==> src/rtl/montacarga_scheduler_if.sv <==
// Cab-side signal bundle of the montacarga scheduler: call buttons and limit
// switches in, motor command and status out.
interface montacarga_scheduler_if;
    logic       P1, P2, P3;
    logic       FC1, FC2, FC3;
    logic       S0, S1;
    logic       enable;
    logic       door_open;
    logic [2:0] pending;
    logic       fault;
    logic [6:0] Display;

    modport master (output P1, P2, P3, FC1, FC2, FC3,
                    input  S0, S1, enable, door_open, pending, fault, Display);
    modport slave  (input  P1, P2, P3, FC1, FC2, FC3,
                    output S0, S1, enable, door_open, pending, fault, Display);
endinterface

==> src/rtl/montacarga_scheduler.sv <==
// Three-floor goods-lift scheduler: latches floor calls, drives the hoist motor
// toward them, holds the door for a dwell period and latches a fault on bad sensing.
module montacarga_scheduler #(
    parameter int DWELL          = 8,
    parameter int TRAVEL_TIMEOUT = 64
) (
    input  logic                   clk,
    input  logic                   reset,
    montacarga_scheduler_if.slave  bus
);
    // IDLE: waiting | MOVE_UP/MOVE_DOWN: motor on | DOOR: dwell at floor | FAULT: latched until reset
    typedef enum logic [2:0] {ST_IDLE, ST_MOVE_UP, ST_MOVE_DOWN, ST_DOOR, ST_FAULT} state_t;

    localparam logic [6:0] SEG_1 = 7'b0000110;
    localparam logic [6:0] SEG_2 = 7'b1011011;
    localparam logic [6:0] SEG_3 = 7'b1001111;
    localparam logic [6:0] SEG_E = 7'b1111001;
    localparam int TW = (TRAVEL_TIMEOUT > 1) ? $clog2(TRAVEL_TIMEOUT) : 1;
    localparam int DW = (DWELL > 1) ? $clog2(DWELL) : 1;
    localparam logic [TW-1:0] TRAVEL_LAST = TW'(TRAVEL_TIMEOUT - 1);
    localparam logic [DW-1:0] DWELL_LAST  = DW'(DWELL - 1);

    state_t        r_state;
    logic [1:0]    r_cur;
    logic          r_dir_up;
    logic [2:0]    r_pending;
    logic [TW-1:0] r_travel;
    logic [DW-1:0] r_dwell;
    logic [1:0]    r_s;
    logic          r_enable;
    logic          r_door;
    logic          r_fault;
    logic [6:0]    r_display;

    logic [2:0] w_fc;
    logic [2:0] w_call;
    logic       w_multi_fc;
    logic [2:0] w_cur_mask;
    logic [2:0] w_above;
    logic [2:0] w_below;
    logic [2:0] w_req_set;
    logic [2:0] w_pend_merged;
    logic       w_moving;
    logic [1:0] w_next_floor;
    logic [2:0] w_next_mask;
    logic [2:0] w_beyond;
    logic       w_valid;
    logic       w_stop;
    logic       w_go_fault;

    function automatic logic [6:0] f_seg(input logic [1:0] floor);
        case (floor)
            2'd2:    return SEG_2;
            2'd3:    return SEG_3;
            default: return SEG_1;
        endcase
    endfunction

    assign w_fc       = {bus.FC3, bus.FC2, bus.FC1};
    assign w_call     = {bus.P3, bus.P2, bus.P1};
    assign w_multi_fc = (w_fc[0] & w_fc[1]) | (w_fc[0] & w_fc[2]) | (w_fc[1] & w_fc[2]);

    always_comb begin
        w_cur_mask = 3'b001;
        w_above    = 3'b110;
        w_below    = 3'b000;
        case (r_cur)
            2'd2: begin w_cur_mask = 3'b010; w_above = 3'b100; w_below = 3'b001; end
            2'd3: begin w_cur_mask = 3'b100; w_above = 3'b000; w_below = 3'b011; end
            default: ;
        endcase
    end

    // A call for the floor whose door is already open is simply dropped.
    assign w_req_set     = w_call & ~((r_state == ST_DOOR) ? w_cur_mask : 3'b000);
    assign w_pend_merged = r_pending | w_req_set;

    assign w_moving     = (r_state == ST_MOVE_UP) || (r_state == ST_MOVE_DOWN);
    assign w_next_floor = (r_state == ST_MOVE_UP) ? r_cur + 2'd1 : r_cur - 2'd1;
    assign w_next_mask  = (r_state == ST_MOVE_UP) ? {w_cur_mask[1:0], 1'b0} : {1'b0, w_cur_mask[2:1]};
    assign w_beyond     = ((r_state == ST_MOVE_UP) ? w_above : w_below) & ~w_next_mask;
    assign w_valid      = w_moving && |(w_fc & w_next_mask);
    assign w_stop       = |(r_pending & w_next_mask) || !(|(r_pending & w_beyond));
    assign w_go_fault   = w_multi_fc || (w_moving && !w_valid && r_travel == TRAVEL_LAST);

    always_ff @(posedge clk or posedge reset) begin
        if (reset) begin
            r_state   <= ST_IDLE;
            r_cur     <= 2'd1;
            r_dir_up  <= 1'b1;
            r_pending <= 3'b000;
            r_travel  <= '0;
            r_dwell   <= '0;
            r_s       <= 2'b00;
            r_enable  <= 1'b0;
            r_door    <= 1'b0;
            r_fault   <= 1'b0;
            r_display <= SEG_1;
        end else if (r_state != ST_FAULT) begin
            r_pending <= w_pend_merged;
            if (w_go_fault) begin
                r_state   <= ST_FAULT;
                r_s       <= 2'b00;
                r_enable  <= 1'b0;
                r_door    <= 1'b0;
                r_fault   <= 1'b1;
                r_display <= SEG_E;
            end else begin
                case (r_state)
                    ST_IDLE: begin
                        if (|(r_pending & w_cur_mask)) begin
                            r_state   <= ST_DOOR;
                            r_pending <= w_pend_merged & ~w_cur_mask;
                            r_door    <= 1'b1;
                            r_dwell   <= '0;
                        end else if (|(r_pending & w_above) && (r_dir_up || !(|(r_pending & w_below)))) begin
                            r_state  <= ST_MOVE_UP;
                            r_dir_up <= 1'b1;
                            r_travel <= '0;
                            r_s      <= 2'b01;
                            r_enable <= 1'b1;
                        end else if (|(r_pending & w_below)) begin
                            r_state  <= ST_MOVE_DOWN;
                            r_dir_up <= 1'b0;
                            r_travel <= '0;
                            r_s      <= 2'b10;
                            r_enable <= 1'b1;
                        end
                    end
                    ST_MOVE_UP, ST_MOVE_DOWN: begin
                        if (w_valid) begin
                            r_cur     <= w_next_floor;
                            r_display <= f_seg(w_next_floor);
                            r_travel  <= '0;
                            if (w_stop) begin
                                r_state   <= ST_DOOR;
                                r_pending <= w_pend_merged & ~w_next_mask;
                                r_s       <= 2'b00;
                                r_enable  <= 1'b0;
                                r_door    <= 1'b1;
                                r_dwell   <= '0;
                            end
                        end else begin
                            r_travel <= r_travel + TW'(1);
                        end
                    end
                    ST_DOOR: begin
                        if (r_dwell == DWELL_LAST) begin
                            r_state <= ST_IDLE;
                            r_door  <= 1'b0;
                        end else begin
                            r_dwell <= r_dwell + DW'(1);
                        end
                    end
                    default: ;
                endcase
            end
        end
    end

    assign bus.S0        = r_s[0];
    assign bus.S1        = r_s[1];
    assign bus.enable    = r_enable;
    assign bus.door_open = r_door;
    assign bus.pending   = r_pending;
    assign bus.fault     = r_fault;
    assign bus.Display   = r_display;
endmodule
==> src/flat_wrapper.sv <==
// flat-port wrapper written by rule: the top's interface ports become plain ports
module montacarga_scheduler_flat 
#(
    parameter int DWELL          = 8,
    parameter int TRAVEL_TIMEOUT = 64
)
  (clk, reset, bus_P1, bus_P2, bus_P3, bus_FC1, bus_FC2, bus_FC3, bus_S0, bus_S1, bus_enable, bus_door_open, bus_pending, bus_fault, bus_Display);
  montacarga_scheduler_if bus_i ();
  input  logic clk;
  input  logic reset;
  input wire logic [$bits(bus_i.P1)-1:0] bus_P1;
  input wire logic [$bits(bus_i.P2)-1:0] bus_P2;
  input wire logic [$bits(bus_i.P3)-1:0] bus_P3;
  input wire logic [$bits(bus_i.FC1)-1:0] bus_FC1;
  input wire logic [$bits(bus_i.FC2)-1:0] bus_FC2;
  input wire logic [$bits(bus_i.FC3)-1:0] bus_FC3;
  output wire logic [$bits(bus_i.S0)-1:0] bus_S0;
  output wire logic [$bits(bus_i.S1)-1:0] bus_S1;
  output wire logic [$bits(bus_i.enable)-1:0] bus_enable;
  output wire logic [$bits(bus_i.door_open)-1:0] bus_door_open;
  output wire logic [$bits(bus_i.pending)-1:0] bus_pending;
  output wire logic [$bits(bus_i.fault)-1:0] bus_fault;
  output wire logic [$bits(bus_i.Display)-1:0] bus_Display;
  assign bus_i.P1 = bus_P1;
  assign bus_i.P2 = bus_P2;
  assign bus_i.P3 = bus_P3;
  assign bus_i.FC1 = bus_FC1;
  assign bus_i.FC2 = bus_FC2;
  assign bus_i.FC3 = bus_FC3;
  assign bus_S0 = bus_i.S0;
  assign bus_S1 = bus_i.S1;
  assign bus_enable = bus_i.enable;
  assign bus_door_open = bus_i.door_open;
  assign bus_pending = bus_i.pending;
  assign bus_fault = bus_i.fault;
  assign bus_Display = bus_i.Display;
  montacarga_scheduler #(.DWELL(DWELL), .TRAVEL_TIMEOUT(TRAVEL_TIMEOUT)) u_core (.clk(clk), .reset(reset), .bus(bus_i));
endmodule
==> config.mk <==
export PLATFORM = sky130hd
export DESIGN_NAME = montacarga_scheduler_flat
export DESIGN_NICKNAME = d
export VERILOG_FILES = /design/src/rtl/montacarga_scheduler_if.sv /design/src/rtl/montacarga_scheduler.sv /design/src/flat_wrapper.sv
export SDC_FILE = /design/constraint.sdc
export NUM_CORES = 1
export LEC_CHECK = 0
export ABC_AREA = 1
export CORE_UTILIZATION = 59
export CTS_CLUSTER_DIAMETER = 40
export DETAILED_ROUTE_END_ITERATION = 16
export GPL_TIMING_DRIVEN = 0
export PLACE_DENSITY_LB_ADDON = 0.05
export SETUP_SLACK_MARGIN = 0.4
export SYNTH_ARGS = -nofsm -noshare
export SYNTH_HDL_FRONTEND = slang
export SYNTH_SLANG_ARGS = --single-unit
==> constraint.sdc <==
create_clock -name clk -period 4 [get_ports clk]
set_input_delay 0.4 -clock clk [delete_from_list [all_inputs] [get_ports clk]]
set_output_delay 0.4 -clock clk [all_outputs]
set_load 0.05 [all_outputs]
; ---- Yosys cells after proc, flatten, opt, wreduce, memory -nomap -nowiden
; Cells that the tools add are included.
[word_totals]
register_bits = 30
in_bits = 8
word_cells = 150
[classes]
n_addsub = 4
eq_ne = 23
n_mux = 56
bitwise = 21
reduce_logical = 35
[op_table]
columns = cell, n
row1 = 2-to-1 mux 3 bit, 18
row2 = AND 3 bit, 9
row3 = 2-to-1 mux 6 bit, 4
row4 = 2-to-1 mux 7 bit, 3
row5 = one-hot mux 3 bit (2 select lines), 3
row6 = one-hot mux 3 bit (3 select lines), 2
row7 = AND reduction 6 bit, 3
row8 = OR reduction 3 bit, 6
row9 = 2-to-1 mux 2 bit, 7
row10 = one-hot mux 7 bit (2 select lines), 1
row11 = 2-to-1 mux 1 bit, 13
row12 = != test 3 x 1 -> 1 bit (second input constant), 4
row13 = one-hot mux 6 bit (2 select lines), 1
row14 = AND reduction 5 bit, 2
row15 = NOT 3 bit, 3
row16 = equality test 2 bit (second input constant), 4
row17 = one-hot mux 2 bit (2 select lines), 2
row18 = nonzero test 2 bit, 4
row19 = AND reduction 7 bit, 1
row20 = adder 6 x 1 -> 6 bit (second input constant), 1
row21 = equality test 3 x 2 -> 1 bit (second input constant), 2
row22 = equality test 6 bit (second input constant), 1
row23 = != test 2 x 1 -> 1 bit (second input constant), 3
row24 = != test 3 x 2 -> 1 bit (second input constant), 2
row25 = 26 further kinds, 40

; ---- Logic depth before layout (Yosys ltp)
; Gate-level depths: netlist of run 1.
[depth]
ltp_word = 13
ltp_mapped = 13
ltp_nobuf = 13

; ---- Worst setup path before layout of run 1
; OpenSTA, ideal clock, no wires.
[synth_path]
kind = flip-flop to flip-flop
startpoint = register u_core.r_pending[0], in the netlist u_core.bus.pending[0]
endpoint = register u_core.r_travel[2]
setup_ns = 0.121
arrival_ns = 1.658
t_required_ns = 3.879
path_slack_ns = 2.221
stages_incl_launch_ff = 11
n_path_buf = 0
synth_period_minus_slack_ns = 1.779
path_cell_list = dfrtp_1 > inv_1 > nor2_1 > nor3_4 > inv_2 > nor2_1 > nand2_1 > a21oi_4 > inv_2 > nand2_1 > o21ai_1
[synth_between]
elab_chain_len = 8
[synth_lines]
columns = element, line
row1 = start: declaration, montacarga_scheduler.sv:26  ; logic [2:0] r_pending;
row2 = start signal: assignment, montacarga_scheduler.sv:100  ; r_pending <= w_pend_merged;
row3 = start signal: assignment, montacarga_scheduler.sv:113  ; r_pending <= w_pend_merged & ~w_cur_mask;
row4 = start signal: assignment, montacarga_scheduler.sv:137  ; r_pending <= w_pend_merged & ~w_next_mask;
row5 = AND 3 x 2 -> 3 bit, "montacarga_scheduler.sv:116, montacarga_scheduler.sv:122"
row6 = OR reduction 3 bit, "montacarga_scheduler.sv:116, montacarga_scheduler.sv:122"
row7 = logical NOT 1 bit, montacarga_scheduler.sv:116  ; end else if (|(r_pending & w_above) && (r_dir_up || !(|(r_pending & w_below)))) begin
row8 = logical OR 1 bit, montacarga_scheduler.sv:116
row9 = logical AND 1 bit, montacarga_scheduler.sv:116
row10 = 2-to-1 mux 6 bit, montacarga_scheduler.sv:116
row11 = 2-to-1 mux 6 bit, montacarga_scheduler.sv:111  ; if (|(r_pending & w_cur_mask)) begin
row12 = one-hot mux 6 bit (2 select lines), montacarga_scheduler.sv:109  ; case (r_state)
row13 = end signal: assignment, montacarga_scheduler.sv:144  ; r_travel <= r_travel + TW'(1);
row14 = end: declaration, montacarga_scheduler.sv:27  ; logic [TW-1:0] r_travel;
; Parallel ways exist; a longest one is shown, timed or not. The select of a mux whose other input is x is not followed.
; A chain may end at the register's enable or synchronous reset.

; ---- Worst setup path in the final report of run 1
[layout_path]
startpoint = register u_core.r_display[2], in the netlist u_core.bus.Display[2]
endpoint = output port bus_Display[2]
[layout_lines]
columns = element, line
row1 = start: declaration, montacarga_scheduler.sv:33  ; logic [6:0] r_display;
row2 = start signal: assignment, montacarga_scheduler.sv:133  ; r_display <= f_seg(w_next_floor);
row3 = end: declaration, flat_wrapper.sv:23  ; output wire logic [$bits(bus_i.Display)-1:0] bus_Display;
; No word-level cell between the ends.

==> results of run 1 <==
synthesized netlist by cell type, types with 2 or more instances:
| master | instances |
|---|---|
| a31oi_1 | 4 |
| nand2_4 | 2 |
| a21oi_4 | 2 |
| or2_1 | 2 |
| xor2_1 | 6 |
| inv_1 | 20 |
| nor3_1 | 5 |
| nand2_1 | 54 |
| nor2_4 | 4 |
| nor2_1 | 21 |
| dfstp_2 | 4 |
| nand2_2 | 4 |
| o21ai_2 | 2 |
| dfrtp_1 | 24 |
| inv_2 | 11 |
| o21ai_1 | 9 |
| nand3_1 | 23 |
| o21ai_0 | 7 |
| nand4_1 | 9 |
| buf_4 | 3 |
| ha_1 | 4 |
worst max-delay path by stage:
stage / startpoint / endpoint / cells past startpoint
2_1_floorplan: u_core.bus.pending[0] / u_core.r_travel[2] / 10
3_3_place_gp: bus_FC2 / u_core.r_travel[2] / 8
3_5_place_dp: bus_FC2 / u_core.r_dwell[0] / 8
4_1_cts: u_core.bus.Display[2] / bus_Display[2] / 1
5_1_grt: u_core.r_cur[0] / u_core.r_travel[2] / 11
6_report: u_core.bus.Display[2] / bus_Display[2] / 1
layout by cell type (no fill, tap or decap), types with 2 or more instances in the layout:
cell type / synthesis / final
a21oi_4: 2 / 2
a31oi_1: 4 / 4
buf_4: 3 / 3
clkbuf_4: 0 / 3
clkdlybuf4s50_1: 0 / 22
dfrtp_1: 24 / 24
dfstp_2: 4 / 4
ha_1: 4 / 4
inv_1: 20 / 20
inv_2: 11 / 11
nand2_1: 54 / 54
nand2_2: 4 / 4
nand2_4: 2 / 2
nand3_1: 23 / 23
nand4_1: 9 / 9
nor2_1: 21 / 21
nor2_4: 4 / 4
nor3_1: 5 / 5
o21ai_0: 7 / 7
o21ai_1: 9 / 9
o21ai_2: 2 / 2
or2_1: 2 / 2
xor2_1: 6 / 6
state kept, by name, indices dropped and copies added (netlist names):
signal / flops
u_core.bus.Display: 5
u_core.bus.door_open: 1
u_core.bus.enable: 1
u_core.bus.fault: 1
u_core.bus.pending: 3
u_core.r_cur: 2
u_core.r_dir_up: 1
u_core.r_dwell: 3
u_core.r_s: 2
u_core.r_state: 3
u_core.r_travel: 6
where the power goes:
part	total (mW)	switching, mW	internal [mW]
combinational	0.0417	0.0265	0.0152
clock	0.137	0.0810	0.0557
sequential	0.289	0.00256	0.287
total	0.468	0.110	0.358
cell type report:
cell class / instances / area [um^2]
multi-input cells: 172 / 979.7
fillers: 236 / 733.2
flip-flops and latches: 28 / 705.7
repair buffers: 22 / 220.2
inverters: 31 / 116.4
well taps: 31 / 38.79
clock buffers: 4 / 36.28
plain buffers: 3 / 22.52
kinds of logic after synthesis:
| family | share of synthesized area [%] |
|---|---|
| AOI/OAI and AO/OA | 10.91 |
| xor gates and xnor gates | 2.881 |
| buffers and inverters | 7.613 |
| muxes | 0.5487 |
| and+or+nand+nor | 36.63 |
| DFF | 38.68 |
| adders and majority gates | 2.744 |
stage by stage:
step,hold slack (ns),worst slack (ns),instances,instance area [um^2],util (%)
after floorplan,0.4403,2.221,234,1824,-
after global placement,0.4466,1.808,287,2083,73.03
after detailed placement,0.4566,1.771,287,2083,73.03
after CTS,0.4815,1.919,291,2120,74.30
after global routing,0.4991,1.862,291,2120,74.30
final,0.4768,1.932,291,2120,74.30
layer usage:
layer  vias up  GRT usage (%)  share of wire, %
met4         0          9.408               1.6
met3         6          3.175               5.4
met2        48          42.03                47
met5         -              0                 0
li1        834              -                 -
met1       723          33.97                46
==> impl_metrics.json, run 1 <==
{
  "vias": 1611,
  "critical_path.n_buffers_inverters": 1,
  "tns_ns": 0,
  "drive_gt1_share_pct": 16.54,
  "num_rows": 19,
  "syn_inst": 234,
  "rrSetupSlack_ns": 2.03,
  "io_buffers": 22,
  "maxSlewViolCount": 0,
  "area_growth_syn_to_layout_pct": 16.19,
  "max-vdd-ir-drop_uv": 165.4,
  "synth_seq_area_share_pct": 38.68,
  "synth_area_leaders": "dfrtp_1 (33%), nand2_1 (11%), nand3_1 (6.3%)",
  "postRouteAntennaNets": 0,
  "worst_path_largest_cell_delay_ns": 0.79,
  "firstDrtPassIters": 10,
  "via_per_inst": 5.536,
  "cts_buffers": 3,
  "ys_warn_count": 0,
  "setup_viol": 0,
  "hold_violations": 0,
  "chipWidth_um": 57.61,
  "period_needed_ns": 2.068,
  "wl_per_cell_um": 12.84,
  "grt_antenna_before_repair": 0,
  "leakage_nw": 1.004,
  "dieArea_um2": 3318,
  "rsz0062_at_grt": "false",
  "clock_sinks": 28,
  "grt_max_degree": 29,
  "die_y_um": 57.61,
  "hold_start": "u_core.bus.Display[2]",
  "synth.cell_area_um2": 1824,
  "ys.flop_type": "dfrtp_1",
  "violations": "design-rule violations",
  "cts_resized": 0,
  "dp_hpwl_mm": 2.937,
  "cts.clk_slew.worst_paths_ns": 0.14,
  "crit_arrival_ns": 1.67,
  "pin_count": 23,
  "nNetsFinal": 273,
  "maxCapViolations": 0,
  "crit_type": "register to primary output",
  "r2r_cells": 11,
  "track_usage_pct": 25.33,
  "r2r-end": "u_core.r_travel[2]",
  "ys_ff_latch": 28,
  "critPathRequiredTime_ns": 3.60,
  "min_path_type": "register to register",
  "drtIter0Drc": 89,
  "hold_buffers": 0,
  "core_area_um2": 2853,
  "insertion_delay_ns": 0.32,
  "routed_wl_mm": 3.735,
  "crit_family": "buffers and inverters",
  "ys_types": 35,
  "grt_pass1_vias": 1472,
  "start_util_pct": 63.95,
  "end_kind": "primary output",
  "synth-edff-count": 0,
  "synth_top_area_share_pct": 32.92,
  "drc": 4,
  "total_power_mw": 0.4675,
  "cts-root-buf": "clkbuf_4",
  "cp_cell_sequence": "clkdlybuf4s50_1",
  "gr-total-overflow": 0,
  "tightest_slew_ns": 0.9981,
  "holdPathStages": 2,
  "max_clock_freq_ghz": 0.4837,
  "grt_pass1_wl_mm": 6.417,
  "rr_startpoint": "u_core.r_cur[0]",
  "slowest_stage": "clkdlybuf4s50_1",
  "synth_top_cell_by_area": "dfrtp_1",
  "worstHoldEndpoint": "u_core.bus.Display[2]",
  "max_slew_margin_pct": 33.39,
  "syn-num-nets": 246,
  "finClkSkew_ns": 0.001138,
  "place_congestion": 0.9593,
  "status": "finished, violations left",
  "post_cts_buffers": 0,
  "avgSynthCellArea_um2": 7.796,
  "p_per_area_nw_per_um2": 220.6,
  "cts_tree": "built",
  "startpoint_type": "register",
  "cts_max_level": 1,
  "critPathMaxFanout": 2,
  "finalCritPeriodShare_pct": 51.69,
  "synth-async-reset-ratio_pct": 100.0,
  "diodes": 0,
  "clk_path_buf_depth": 2
}
Power figures use the tool's default switching activity.
==> run 2, diff against run 1 <==
--- a/config.mk
+++ b/config.mk
@@ -6,7 +6,7 @@
 export NUM_CORES = 1
 export LEC_CHECK = 0
 export ABC_AREA = 1
-export CORE_UTILIZATION = 59
+export CORE_UTILIZATION = 50
 export CTS_CLUSTER_DIAMETER = 40
 export DETAILED_ROUTE_END_ITERATION = 16
 export GPL_TIMING_DRIVEN = 0
==> constraint.sdc (replaced) <==
create_clock -name clk -period 1.9 [get_ports clk]
set_input_delay 0.19 -clock clk [delete_from_list [all_inputs] [get_ports clk]]
set_output_delay 0.19 -clock clk [all_outputs]
set_load 0.05 [all_outputs]
==> run 2 against run 1 <==
- global-route usage fell by 0.61 points
- register-to-register slack got worse by 2.0 ns
- non-clock buffer count rose by 38
- the run ends with negative setup slack left
- die area rose by 17%
- core utilization rose by 3.3 points
==> impl_metrics.json, run 2 (synthesis results as in run 1) <==
{
  "placed_area_um2": 2158,
  "drc": 0,
  "die_y_um": 62.40,
  "dp_hpwl_mm": 2.955,
  "drtIter0Drc": 125,
  "status": "finished, violations left",
  "grt_antenna_before_repair": 0,
  "insertion_delay_ns": 0.34,
  "num_rows": 21,
  "end_kind": "register",
  "cts_tree": "built",
  "violations": "negative setup slack",
  "startpoint_type": "register",
  "routed_wl_mm": 4.891,
  "max_clock_freq_ghz": 0.5209,
  "critPathMaxFanout": 6,
  "via_per_inst": 5.400,
  "chipWidth_um": 62.40,
  "cts.clk_slew.worst_paths_ns": 0.16,
  "final_cell_mix": "nand2_1 (43), buf_4 (32), dfrtp_1 (18)",
  "fin_area_um2": 2650,
  "crit_type": "register to register",
  "wl_per_cell_um": 14.18,
  "p_per_area_nw_per_um2": 421.1,
  "whs_ns": 0.3678,
  "rsz0062_at_grt": "true",
  "dieArea_um2": 3894,
  "tightest_slew_ns": 1.007,
  "setup_viol": 5,
  "busiest_layer": "met2",
  "use_met2_pct": 41.71,
  "hold_violations": 0,
  "clock_sinks": 28,
  "grt_pass1_vias": 1666,
  "largest_reg_flops": 6,
  "nNetsFinal": 312,
  "drive_gt1_share_pct": 41.81,
  "area_growth_syn_to_layout_pct": 45.27,
  "maxCapViolations": 0,
  "grt_use_met1_pct": 32.63,
  "clk_path_buf_depth": 2,
  "critPathRequiredTime_ns": 2.14,
  "postRouteAntennaNets": 0,
  "period_needed_ns": 1.920,
  "min_path_type": "primary input to asynchronous set/reset pin",
  "grt_max_degree": 29,
  "core_area_um2": 3416,
  "track_usage_pct": 24.72,
  "finClkSkew_ns": 0.009430,
  "largest_register": "u_core.r_travel",
  "tns_ns": -0.07536,
  "place_ws_ns": -0.1425,
  "cts_buffers": 3,
  "pin_count": 23,
  "use_met3_pct": 4.015,
  "max_slew_margin_pct": 32.80,
  "maxSlewViolCount": 0,
  "firstDrtPassIters": 4,
  "place_congestion": 0.8889,
  "gr-total-overflow": 0,
  "setup_ws_ns": -0.01966,
  "start_util_pct": 53.41,
  "io_buffers": 22,
  "max-vdd-ir-drop_uv": 380.4,
  "finalCritPeriodShare_pct": 101.0,
  "crit_arrival_ns": 2.16,
  "cts_max_level": 1,
  "cts-root-buf": "clkbuf_4",
  "diodes": 0,
  "vias": 1863,
  "grt_pass1_wl_mm": 7.624,
  "leakage_nw": 1.264,
  "mostFrequentLayoutCell": "nand2_1"
}
[run 2: changes by cell type in the layout (fill, tap and decap cells not counted), moves of 4 or more]
cell,previous run,this run
nand3_1,23,14
dfrtp_1,24,18
nand2_2,4,11
buf_4,3,32
nor2_2,1,7
nand2_1,54,43
clkdlybuf4s50_1,22,7
dfrtp_2,0,6
clkdlybuf4s15_2,0,4
nor2_1,21,14
nand3_2,1,10
buf_6,0,9
dlygate4sd2_1,0,6
[run 2: final timing paths]
check | start | end | slack [ns] | depth (start not counted)
min | reset | u_core.bus.Display[3] | 0.37 | 2
max | u_core.r_cur[0] | u_core.bus.door_open | -0.02 | 11
min in group clk | u_core.bus.fault | u_core.bus.fault | 0.47 | 1
max in group asynchronous | reset | u_core.bus.pending[1] | 0.84 | 2
max reg2reg | u_core.r_cur[0] | u_core.bus.door_open | -0.02 | 11
min reg2reg | u_core.bus.fault | u_core.bus.fault | 0.47 | 1
[run 2: layout make-up]
class                      instances  area, um^2
clock inverter                     1       30.03
buffer                             3       26.28
sequential                        28       713.2
clock buffer                       3       22.52
fill                             222       765.7
inverter                          31       133.9
multi-input combinational        173        1144
timing repair buffer              60       523.0
tap                               46       57.56
[run 2: critical path: stages, from the launching register on]
cell and delay [ns]:
dfstp_2 0.66, nor2_4 0.06, nand4_1 0.12, nand2_1 0.09, inv_2 0.11, nand4_4 0.22
nand2_8 0.21, nand2_8 0.09, o21ai_4 0.08, nand2_1 0.06, nand2_1 0.06, nand2_1 0.05
[run 2: timing repair]
action                                  in CTS  in global routing
pin swaps                                   16                  8
setup buffers                               34                  4
endpoints found under the setup margin      43                 32
hold endpoints to repair                     0                  0
gates cloned                                 1                  0
hold buffers                                 0                  0
resized for setup                           53                 21
[run 2: through the flow]
| stage | utilization [%] | cells | power [mW] |
|---|---|---|---|
| after floorplan | - | 234 | 0.6786 |
| after global placement | 63.19 | 302 | 0.7121 |
| after detailed placement | 63.19 | 302 | 0.7129 |
| after CTS | 75.38 | 341 | 1.110 |
| after global routing | 77.58 | 345 | 1.149 |
| final | 77.58 | 345 | 1.116 |
[run 2: report_power, final]
part | switching, mW | total [mW] | internal, mW
Combinational | 0.0729 | 0.110 | 0.0375
Clock | 0.181 | 0.395 | 0.214
Sequential | 0.00684 | 0.610 | 0.604
Total | 0.261 | 1.12 | 0.855
[run 2: layer usage]
layer	up-vias	routed length, um
met2	64	2419
met3	12	249
met4	0	91
li1	907	-
met5	-	0
met1	880	2130
